[src/rtl/copy_pkg.sv]
// Shared encodings for the block copy engine FSM.
// StFill exists only when COPY_FILL_EN is defined.
package copy_pkg;

    typedef enum logic [2:0] {
        StIdle  = 3'd0,
        StRead  = 3'd1,
        StWrite = 3'd2,
        StDone  = 3'd3
`ifdef COPY_FILL_EN
        ,
        StFill  = 3'd4
`endif
    } copy_state_t;

endpackage

[src/rtl/block_copy_engine.sv]
// Word-at-a-time memory block copy: READ into a hold register, then WRITE, per word.
// Optional fill mode (one word per cycle) is enabled by defining COPY_FILL_EN.
module block_copy_engine #(
    parameter int unsigned W = 8,
    parameter int unsigned A = 8
) (
    input  logic         Clk,
    input  logic         Reset,
    input  logic         Start,
    input  logic [A-1:0] SrcAddr,
    input  logic [A-1:0] DstAddr,
    input  logic [A-1:0] Length,
`ifdef COPY_FILL_EN
    input  logic         Fill,
    input  logic [W-1:0] FillValue,
`endif
    output logic         Busy,
    output logic         Done,
    output logic [A-1:0] MemAddress,
    output logic         MemWriteEn,
    output logic [W-1:0] MemWrData,
    input  logic [W-1:0] MemRdData
);
    import copy_pkg::*;

    copy_state_t  state_q, state_d;
    logic [A-1:0] src_q, src_d;
    logic [A-1:0] dst_q, dst_d;
    logic [A-1:0] len_q, len_d;
    logic [A-1:0] idx_q, idx_d;
    logic [W-1:0] hold_q, hold_d;
    logic [A-1:0] idx_inc;

    assign idx_inc = idx_q + A'(1);

    always_comb begin
        state_d    = state_q;
        src_d      = src_q;
        dst_d      = dst_q;
        len_d      = len_q;
        idx_d      = idx_q;
        hold_d     = hold_q;
        Busy       = 1'b0;
        Done       = 1'b0;
        MemAddress = '0;
        MemWriteEn = 1'b0;
        MemWrData  = '0;
        unique case (state_q)
            StIdle: begin
                if (Start) begin
                    src_d = SrcAddr;
                    dst_d = DstAddr;
                    len_d = Length;
                    idx_d = '0;
`ifdef COPY_FILL_EN
                    if (Fill) begin
                        // The hold register doubles as the fill pattern source.
                        hold_d  = FillValue;
                        state_d = (Length == '0) ? StDone : StFill;
                    end else begin
                        state_d = (Length == '0) ? StDone : StRead;
                    end
`else
                    state_d = (Length == '0) ? StDone : StRead;
`endif
                end
            end
            StRead: begin
                Busy       = 1'b1;
                MemAddress = src_q + idx_q;
                hold_d     = MemRdData;
                state_d    = StWrite;
            end
            StWrite: begin
                Busy       = 1'b1;
                MemAddress = dst_q + idx_q;
                MemWrData  = hold_q;
                MemWriteEn = 1'b1;
                idx_d      = idx_inc;
                state_d    = (idx_inc == len_q) ? StDone : StRead;
            end
`ifdef COPY_FILL_EN
            StFill: begin
                Busy       = 1'b1;
                MemAddress = dst_q + idx_q;
                MemWrData  = hold_q;
                MemWriteEn = 1'b1;
                idx_d      = idx_inc;
                state_d    = (idx_inc == len_q) ? StDone : StFill;
            end
`endif
            StDone: begin
                Done    = 1'b1;
                state_d = StIdle;
            end
            default: state_d = StIdle;
        endcase
    end

    always_ff @(posedge Clk) begin
        if (Reset) begin
            state_q <= StIdle;
            src_q   <= '0;
            dst_q   <= '0;
            len_q   <= '0;
            idx_q   <= '0;
            hold_q  <= '0;
        end else begin
            state_q <= state_d;
            src_q   <= src_d;
            dst_q   <= dst_d;
            len_q   <= len_d;
            idx_q   <= idx_d;
            hold_q  <= hold_d;
        end
    end

endmodule

[config.mk]
export PLATFORM = sky130hd
export DESIGN_NAME = block_copy_engine
export DESIGN_NICKNAME = d
export VERILOG_FILES = /design/src/rtl/copy_pkg.sv /design/src/rtl/block_copy_engine.sv
export SDC_FILE = /design/constraint.sdc
export NUM_CORES = 1
export LEC_CHECK = 0
export CORE_MARGIN = 2
export CORE_UTILIZATION = 51
export DETAILED_ROUTE_END_ITERATION = 10
export PLACE_DENSITY = 0.79
export SETUP_SLACK_MARGIN = 0.1
export SYNTH_ARGS = -nofsm -noshare
export SYNTH_HDL_FRONTEND = slang
export SYNTH_SLANG_ARGS = --single-unit
[constraint.sdc]
create_clock -name Clk -period 3.6 [get_ports Clk]
set_input_delay 0.72 -clock Clk [delete_from_list [all_inputs] [get_ports Clk]]
set_output_delay 0.72 -clock Clk [all_outputs]
set_load 0.02 [all_outputs]
==> flow_summary.yaml, run 1 <==
routing:
  routedWlPerCell_um: 14.4
  final_antenna_net_count: 0
  vias: 2290
  wirelength_um: 5970
  via_per_inst: 5.53
  first_pass_iters: 4
  drc: 0
  drt-initial-drc-count: 116
sta:
  clock_skew_ps: 5.48
  setup_viol: 0
  setup_slack_ps: 176
  slew_violations: 0
  fin_crit_sh_pct: 95.1
  rsz0062_at_grt: "yes"
  finalHoldViolCount: 0
  min_period_ps: 3420
  worst_pin_slew_ps: 796
  fmax_mhz: 292
  maxSlewHeadroom_pct: 47.0
floorplan:
  io_pins: 54
  die_w_um: 73.8
  rows: 25
  core-area_um2: 4690
  start_util_pct: 52.9
  die_area_um2: 5440
  die_h_um: 73.8
worst_setup_path:
  cp_max_fo: 5
  required_ps: 2880
  setup.worst_path.end_class: "output pin"
  path_class: "flop to output pin"
  start_kind: "flop"
  rrSetupSlack_ps: 1470
  crit_arrival_ps: 2700
cts:
  cts.htree.levels: 2
  cts_tree: "built"
  clk_path_buf_depth: 2
  cts_buffers: 5
  cts.clk_slew.worst_paths_ps: 90
  cts_sinks: 42
  cts-root-buf: "clkbuf_8"
  clock_latency_ps: 300
pwr:
  p_seq_share_pct: 42.9
  p_clk_share_pct: 25.8
  comb_power_share_pct: 31.3
  ir_drop_v: 0.000256
  p_int_uw: 826
  p_sw_share_pct: 33.8
  power_density_nw_per_um2: 392
  p_switching_uw: 422
  p_leak_nw: 1.24
grt:
  track_usage_pct: 23.1
  antenna_found_initial: 0
  grt_pass1_vias: 2068
  grt_overflow_total: 0
  grt_max_degree: 43
  grt_first_pass_wirelength_um: 9810
cells_and_area:
  design_area_um2: 3190
  layout_common_cells: "59 x nand2_1, 47 x clkdlybuf4s50_1, 41 x dfxtp_1"
  num_antenna_cells: 0
  nets: 408
  fillers: 393
  area_growth_pct: 28.4
  drive_gt1_share_pct: 12.8
  final_common_cell: "nand2_1"
yosys:
  yosys_warnings: 0
  syn_area_per_cell_um2: 8.08
  syn_nets: 356
  yosysUniqueCellTypes: 50
  synth_area_um2: 2480
  ys_seq_area_share_pct: 33.9
  syn_inst: 307
  ys_ff_latch: 42
placement:
  io_buffers: 53
  post-place-ws_ps: -35.0
  gp_congestion: 0.898
  dpl_cell_area_um2: 3070
  dpl.hpwl_um: 4330
hold_path:
  hold_path.class: "flop to flop"
run_status:
  status: "complete, no violations"
flow_run:
  max_cap_violations: 0
[flip-flops by register name, summed over array words and instances (netlist names)]
register and count:
hold_q 8, len_q 8, src_q 8, state_q 2
idx_q 8, dst_q 8
[cells in the mapped netlist (all sizes together)]
cell / instances / area share, %
a2111o: 1 / 0.45
a211oi: 2 / 0.60
a21boi: 2 / 0.60
a21o: 4 / 1.3
a21oi: 33 / 6.7
a22oi: 3 / 0.91
a311o: 1 / 0.40
a31oi: 2 / 0.50
a32oi: 1 / 0.35
and2: 11 / 2.8
and3: 1 / 0.25
and4: 1 / 0.40
buf: 10 / 2.7
clkbuf: 12 / 1.9
dfxtp: 42 / 34
fa: 1 / 0.81
ha: 13 / 6.6
inv: 9 / 1.4
mux2: 7 / 3.2
mux2i: 11 / 4.4
nand2: 59 / 8.9
nand2b: 2 / 0.50
nand3: 6 / 1.7
nand3b: 1 / 0.30
nand4: 3 / 1.0
nor2: 16 / 2.4
nor2b: 4 / 1.0
nor3: 4 / 0.81
nor3b: 3 / 0.91
nor4: 6 / 1.5
nor4b: 3 / 1.1
o2111ai: 1 / 0.35
o211ai: 1 / 0.30
o21a: 2 / 0.60
o21ai: 10 / 2.0
o221ai: 1 / 0.35
o22ai: 1 / 0.25
or3: 2 / 0.50
or4: 2 / 0.60
xnor2: 9 / 3.2
xor2: 4 / 1.7
[timing repair]
| action | CTS | global route |
|---|---|---|
| pin swaps | 1 | 4 |
| setup buffers | 0 | 1 |
| hold buffers | 0 | 0 |
| setup endpoints to repair | 6 | 5 |
| resized for setup | 16 | 9 |
[power groups by stage]
stage                     clock network [mW]  logic, mW  registers (mW)
after global placement                     0      0.379           0.543
after CTS                              0.326      0.384           0.534
after global routing                   0.346      0.430           0.539
after detailed placement                   0      0.385           0.544
final                                  0.322      0.390           0.535
after floorplan                            0      0.251           0.539
[final timing paths]
check,startpoint,to,cells past startpoint
worst max register to register,idx_q[1],state_q[1],7
worst max-delay path,state_q[0],MemAddress[6],12
worst min register to register,src_q[7],src_q[7],2
worst min-delay path,src_q[7],src_q[7],2
[metrics by stage]
stage | utilization [%] | hold slack [ps] | TNS, ps | instances | power [mW]
floorplan | - | 433 | 0 | 307 | 0.790
global placement | 65.4 | 444 | 0 | 405 | 0.922
detailed placement | 65.4 | 451 | -35.0 | 405 | 0.929
CTS | 67.4 | 464 | 0 | 413 | 1.25
global route | 67.9 | 475 | 0 | 414 | 1.32
finish | 67.9 | 463 | 0 | 414 | 1.25
[layer usage]
metal,global-route usage (%),up-vias,part of all wire (%)
met1,32.0,1060,47
met4,6.46,0,0.90
met2,36.1,61,47
li1,-,1163,-
met3,5.08,6,4.7
met5,0,-,0
[worst max-delay path, cell delays in order, from the launching register on]
cell and delay (ps):
dfxtp_1 330, inv_2 80, ha_4 170, mux2_2 340, ha_2 180, inv_2 60
fa_2 210, nor2b_2 50, o21ai_1 160, a21boi_1 100, or4_1 470, nand3_1 90
buf_4 140
[area by class of cell]
type / instances / area (µm²) / area share, %
repair buffers: 67 / 619 / 19.4
clock buffers: 5 / 68.8 / 2.16
multi-input cells: 234 / 1530 / 48.0
clock inverters: 3 / 23.8 / 0.746
inverters: 9 / 33.8 / 1.06
well taps: 54 / 67.6 / 2.12
flip-flops and latches: 42 / 842 / 26.4
[cells by family (layout without fill, tap and decap cells)]
group	Yosys count	count (layout)	share of synthesized area [%]
adders and majority gates	14	14	7.36
xor gates and xnor gates	13	13	4.89
DFF	42	42	33.9
buffers and inverters	31	84	5.90
muxes	18	18	7.62
and+or+nand+nor	124	124	24.7
AOI/OAI and AO/OA	65	65	15.6
Power figures use the tool's default switching activity.
==> run 2: changes to the inputs <==
==> constraint.sdc (replaced) <==
create_clock -name Clk -period 3.4 [get_ports Clk]
set_input_delay 0.68 -clock Clk [delete_from_list [all_inputs] [get_ports Clk]]
set_output_delay 0.68 -clock Clk [all_outputs]
set_load 0.02 [all_outputs]
==> run 2 against run 1 <==
Clock power rose by 48%; worst setup slack got worse by 130 ps; die area did not move; combinational power rose by 14%; largest power group unchanged; highest routed layer unchanged.
==> flow_summary.yaml, run 2 (synthesis results as in run 1) <==
grt:
  grt_first_pass_wirelength_um: 10700
  grt_max_degree: 43
  track_usage_pct: 25.3
  antenna_found_initial: 0
  grt_pass1_vias: 2309
  grt_overflow_total: 0
hold_path:
  hold_path.class: "flop to flop"
  hold_path_depth: 2
sta:
  rsz0062_at_grt: "yes"
  setup_slack_ps: 45.0
  clock_skew_ps: 11.1
  fmax_mhz: 298
  fin_crit_sh_pct: 98.7
  min_period_ps: 3350
  slew_violations: 0
  setup_viol: 0
  maxSlewHeadroom_pct: 46.4
  tns_ps: 0
  finalHoldViolCount: 0
  worst_pin_slew_ps: 802
worst_setup_path:
  setup.worst_path.end: "MemAddress[6]"
  rrSetupSlack_ps: 1220
  r2r_end: "state_q[1]"
  reg2reg_depth: 9
  cp_max_fo: 4
  rr_startpoint: "state_q[0]"
  critPathLaunch: "state_q[0]"
  required_ps: 2720
  path_class: "flop to output pin"
  start_kind: "flop"
  setup.worst_path.end_class: "output pin"
  crit_arrival_ps: 2670
cts:
  cts.htree.levels: 2
  clk_path_buf_depth: 2
  hold_buffers: 0
  cts-root-buf: "clkbuf_8"
  cts_buffers: 5
  cts_tree: "built"
  clock_latency_ps: 300
  cts.clk_slew.worst_paths_ps: 90
  cts_sinks: 42
run_status:
  status: "complete, no violations"
pwr:
  p_switching_uw: 454
  p_clk_share_pct: 32.0
  ir_drop_v: 0.000364
  p_leak_nw: 1.35
  p_int_mw: 1.04
  p_sw_share_pct: 30.4
  comb_power_share_pct: 29.7
  power_density_nw_per_um2: 440
  p_seq_share_pct: 38.3
routing:
  via_per_inst: 5.79
  final_antenna_net_count: 0
  drc: 0
  vias: 2477
  routedWlPerCell_um: 16.2
  first_pass_iters: 5
  wirelength_um: 6940
  drt-initial-drc-count: 198
placement:
  gp_congestion: 0.896
  dpl.hpwl_um: 4640
  io_buffers: 53
  post-place-ws_ps: -188
flow_run:
  max_cap_violations: 0
floorplan:
  start_util_pct: 52.9
  die_h_um: 73.8
  die_area_um2: 5440
  die_w_um: 73.8
  io_pins: 54
  core-area_um2: 4690
  rows: 25
cells_and_area:
  num_antenna_cells: 0
  area_growth_pct: 36.6
  final_common_cell: "nand2_1"
  nets: 422
  layout_common_cells: "59 x nand2_1, 46 x clkdlybuf4s50_1, 41 x dfxtp_1"
  drive_gt1_share_pct: 17.9
[run 2: cell types whose count changed in the layout (fill, tap and decap cells not counted), moves of 2 or more]
cell        previous run  this run
mux2_2                 7         5
bufinv_16              0         2
clkinvlp_4             2         0
buf_4                 15        28
buf_6                  0         3
mux2_4                 0         2
ha_4                   2         4
[run 2: per-stage QoR]
stage	std cells	util, %	instance area [µm²]	hold slack, ps	total power [mW]
after floorplan	307	-	2500	433	0.842
after global placement	414	67.1	3150	442	0.985
after detailed placement	414	67.1	3150	448	0.996
after CTS	423	69.9	3280	459	1.46
after global routing	428	72.2	3390	479	1.57
final	428	72.2	3390	461	1.49
[run 2: area by class of cell]
cell class	instances	area (µm²)
multi-input combinational	234	1580
fill	347	1300
sequential	42	842
inverter	9	33.8
timing repair buffer	81	732
clock inverter	3	68.8
tap	54	67.6
clock buffer	5	68.8
[run 2: power groups by stage]
stage	combinational (mW)	sequential (mW)	clock, mW
floorplan	0.271	0.571	0
detailed placement	0.417	0.579	0
finish	0.443	0.571	0.478
CTS	0.416	0.569	0.480
global route	0.483	0.576	0.507
global placement	0.408	0.577	0
[run 2: worst min path at each step]
stage                     startpoint       end  slack, ps
after floorplan             dst_q[0]  dst_q[0]        430
after global placement      src_q[7]  src_q[7]        440
after detailed placement    src_q[2]  src_q[2]        450
after CTS                   src_q[2]  src_q[2]        460
after global routing        src_q[2]  src_q[2]        480
final                       src_q[7]  src_q[7]        460
[run 2: routing by layer]
| metal | vias up | track usage, % | routed length, µm |
|---|---|---|---|
| met5 | - | 0 | 0 |
| met3 | 15 | 3.57 | 378 |
| met2 | 101 | 42.5 | 3520 |
| met4 | 0 | 8.28 | 148 |
| li1 | 1192 | - | - |
| met1 | 1169 | 33.1 | 2890 |
[run 2: worst max-delay path, stage by stage (launching register included)]
cell      delay (ps)
dfxtp_2          340
inv_2             80
ha_4             180
mux2_4           320
ha_4             160
inv_2             50
fa_2             200
nor2b_2           50
o21ai_2          160
a21boi_1         100
or4_1            530
nand3_2          100
buf_6            110
[run 2: repair_timing]
| action | CTS | global route |
|---|---|---|
| hold endpoints to repair | 0 | 0 |
| pin swaps | 3 | 10 |
| setup endpoints to repair | 7 | 5 |
| gates resized for setup | 25 | 18 |
| buffers inserted | 1 | 5 |
==> run 3: changes to the inputs <==
--- a/config.mk
+++ b/config.mk
@@ -6,10 +6,12 @@
 export NUM_CORES = 1
 export LEC_CHECK = 0
 export CORE_MARGIN = 2
-export CORE_UTILIZATION = 51
+export CORE_UTILIZATION = 46
 export DETAILED_ROUTE_END_ITERATION = 10
-export PLACE_DENSITY = 0.79
+export PLACE_DENSITY = 0.75
 export SETUP_SLACK_MARGIN = 0.1
+export SKIP_LAST_GASP = 1
+export SLEW_MARGIN = 0
 export SYNTH_ARGS = -nofsm -noshare
 export SYNTH_HDL_FRONTEND = slang
 export SYNTH_SLANG_ARGS = --single-unit
==> constraint.sdc (replaced) <==
create_clock -name Clk -period 2.8 [get_ports Clk]
set_input_delay 0.56 -clock Clk [delete_from_list [all_inputs] [get_ports Clk]]
set_output_delay 0.56 -clock Clk [all_outputs]
set_load 0.02 [all_outputs]
==> run 3 against run 2 <==
The run now ends with setup timing left; clock skew shrank 8.1 ps; hold slack lost 3.6 ps; final area grew 5.4%; first-iteration DRC count shrank 40%; clock power grew 2%; sequential share of layout area shrank 1.2 points; critical path type unchanged; largest cell class unchanged; highest routed layer unchanged.
==> flow_summary.yaml, run 3 (synthesis results as in run 1) <==
routing:
  vias: 2374
  drc: 0
  first_pass_iters: 4
  final_antenna_net_count: 0
  wirelength_um: 6430
  routedWlPerCell_um: 14.2
  via_per_inst: 5.25
  drt-initial-drc-count: 119
cts:
  cts-root-buf: "clkbuf_8"
  clock_latency_ps: 290
  cts_tree: "built"
  cts_buffers: 5
  hold_buffers: 0
  clk_path_buf_depth: 2
  cts.htree.levels: 2
  cts.clk_slew.worst_paths_ps: 80
  cts_sinks: 42
sta:
  whs_ps: 458
  fin_crit_sh_pct: 113
  rsz0062_at_grt: "yes"
  setup_slack_ps: -370
  maxSlewHeadroom_pct: 48.9
  clock_skew_ps: 3.04
  min_period_ps: 3170
  slew_violations: 0
  worst_pin_slew_ps: 764
  finalHoldViolCount: 0
  fmax_mhz: 315
  setup_viol: 5
floorplan:
  io_pins: 54
  die_area_um2: 6000
  start_util_pct: 48.0
  core-area_um2: 5170
  die_w_um: 77.4
  die_h_um: 77.4
  rows: 26
cells_and_area:
  final_common_cell: "nand2_1"
  nets: 430
  drive_gt1_share_pct: 23.6
  layout_common_cells: "59 x nand2_1, 44 x clkdlybuf4s50_1, 40 x dfxtp_1"
  num_antenna_cells: 0
  design_area_um2: 3570
  area_growth_pct: 44.0
grt:
  grt_overflow_total: 0
  grt_pass1_vias: 2212
  track_usage_pct: 21.5
  grt_max_degree: 43
  antenna_found_initial: 0
  grt_first_pass_wirelength_um: 10300
pwr:
  power_density_nw_per_um2: 491
  p_leak_nw: 1.40
  ir_drop_v: 0.000334
worst_setup_path:
  rr_startpoint: "idx_q[0]"
  path_cells: "inv_2 -> ha_4 -> mux2_4 -> ha_4 -> inv_2 -> fa_2 -> nor2b_2 -> o21ai_2 -> a21boi_2 -> or4_1 -> nand3_2 -> buf_4"
  start_kind: "flop"
  required_ps: 2240
  crit_family: "adder cells"
  crit_cells: 12
  cpPeakStageDelay_ps: 420
  path_buf_inv: 3
  r2r_end: "state_q[1]"
  slowest_stage: "or4_1"
  cp_max_fo: 7
  critPathLaunch: "state_q[0]"
  crit_arrival_ps: 2610
  rrSetupSlack_ps: 710
  setup.worst_path.end: "MemAddress[6]"
  setup.worst_path.end_class: "output pin"
  reg2reg_depth: 7
  path_class: "flop to output pin"
run_status:
  status: "complete, but fails checks"
  violations: "setup timing"
placement:
  gp_congestion: 0.813
  dpl.hpwl_um: 4480
  io_buffers: 53
  dpl_cell_area_um2: 3290
  post-place-ws_ps: -484
hold_path:
  hold_path.class: "flop to flop"
flow_run:
  max_cap_violations: 0
==> run 3: cell count changes in the layout (fill, tap and decap cells not counted), sizes merged <==
cell	change
inv	+1
buf	+11
dlygate4sd2	-1
bufinv	-1
dlymetal6s2s	+1
clkbuf	-1
clkdlybuf4s50	-2
==> run 3: worst min-delay path by stage <==
stage | startpoint | end | slack [ps] | depth (start not counted)
2_1_floorplan | dst_q[1] | dst_q[1] | 430 | 2
3_3_place_gp | dst_q[7] | dst_q[7] | 440 | 2
3_5_place_dp | dst_q[7] | dst_q[7] | 450 | 2
4_1_cts | dst_q[7] | dst_q[7] | 460 | 2
5_1_grt | src_q[7] | src_q[7] | 480 | 2
6_report | dst_q[7] | dst_q[7] | 460 | 2
==> run 3: through the flow <==
stage	util, %	TNS [ps]	power, mW	instances
global route	69.1	-1910	1.85	452
finish	69.1	-1460	1.75	452
detailed placement	63.6	-2030	1.24	438
floorplan	-	-201	1.04	307
CTS	67.9	-1290	1.75	451
global placement	63.6	-1770	1.24	438
==> run 3: tightest hold or removal path, stage by stage, from the launching register on <==
cell     delay, ps
dfxtp_1        320
nand2_1         50
a21oi_1         50
==> run 3: per-layer routing <==
metal | vias to the layer above | wire length, µm | global-route usage (%)
li1 | 1199 | - | -
met1 | 1104 | 2940 | 27.6
met2 | 57 | 3040 | 34.4
met3 | 14 | 313 | 5.35
met4 | 0 | 136 | 8.75
met5 | - | 0 | 0
==> run 3: where the power goes <==
group	switching (mW)	internal, mW
clock	0.220	0.267
sequential	0.0387	0.655
combinational	0.291	0.283
total	0.549	1.21
==> run 3: what timing repair did <==
action | 4_1_cts | 5_1_grt
gates cloned | 0 | 0
buffers inserted | 6 | 1
pin swaps | 12 | 4
resized for setup | 54 | 10
endpoints found under the setup margin | 8 | 8
==> run 3: cell type report <==
class                   count  area [µm²]
multi-input cells         234        1690
clock buffers               5        68.8
inverters                   9        33.8
flip-flops and latches     42         843
well taps                  70        87.6
fillers                   399        1600
repair buffers             89         807
clock inverters             3        43.8
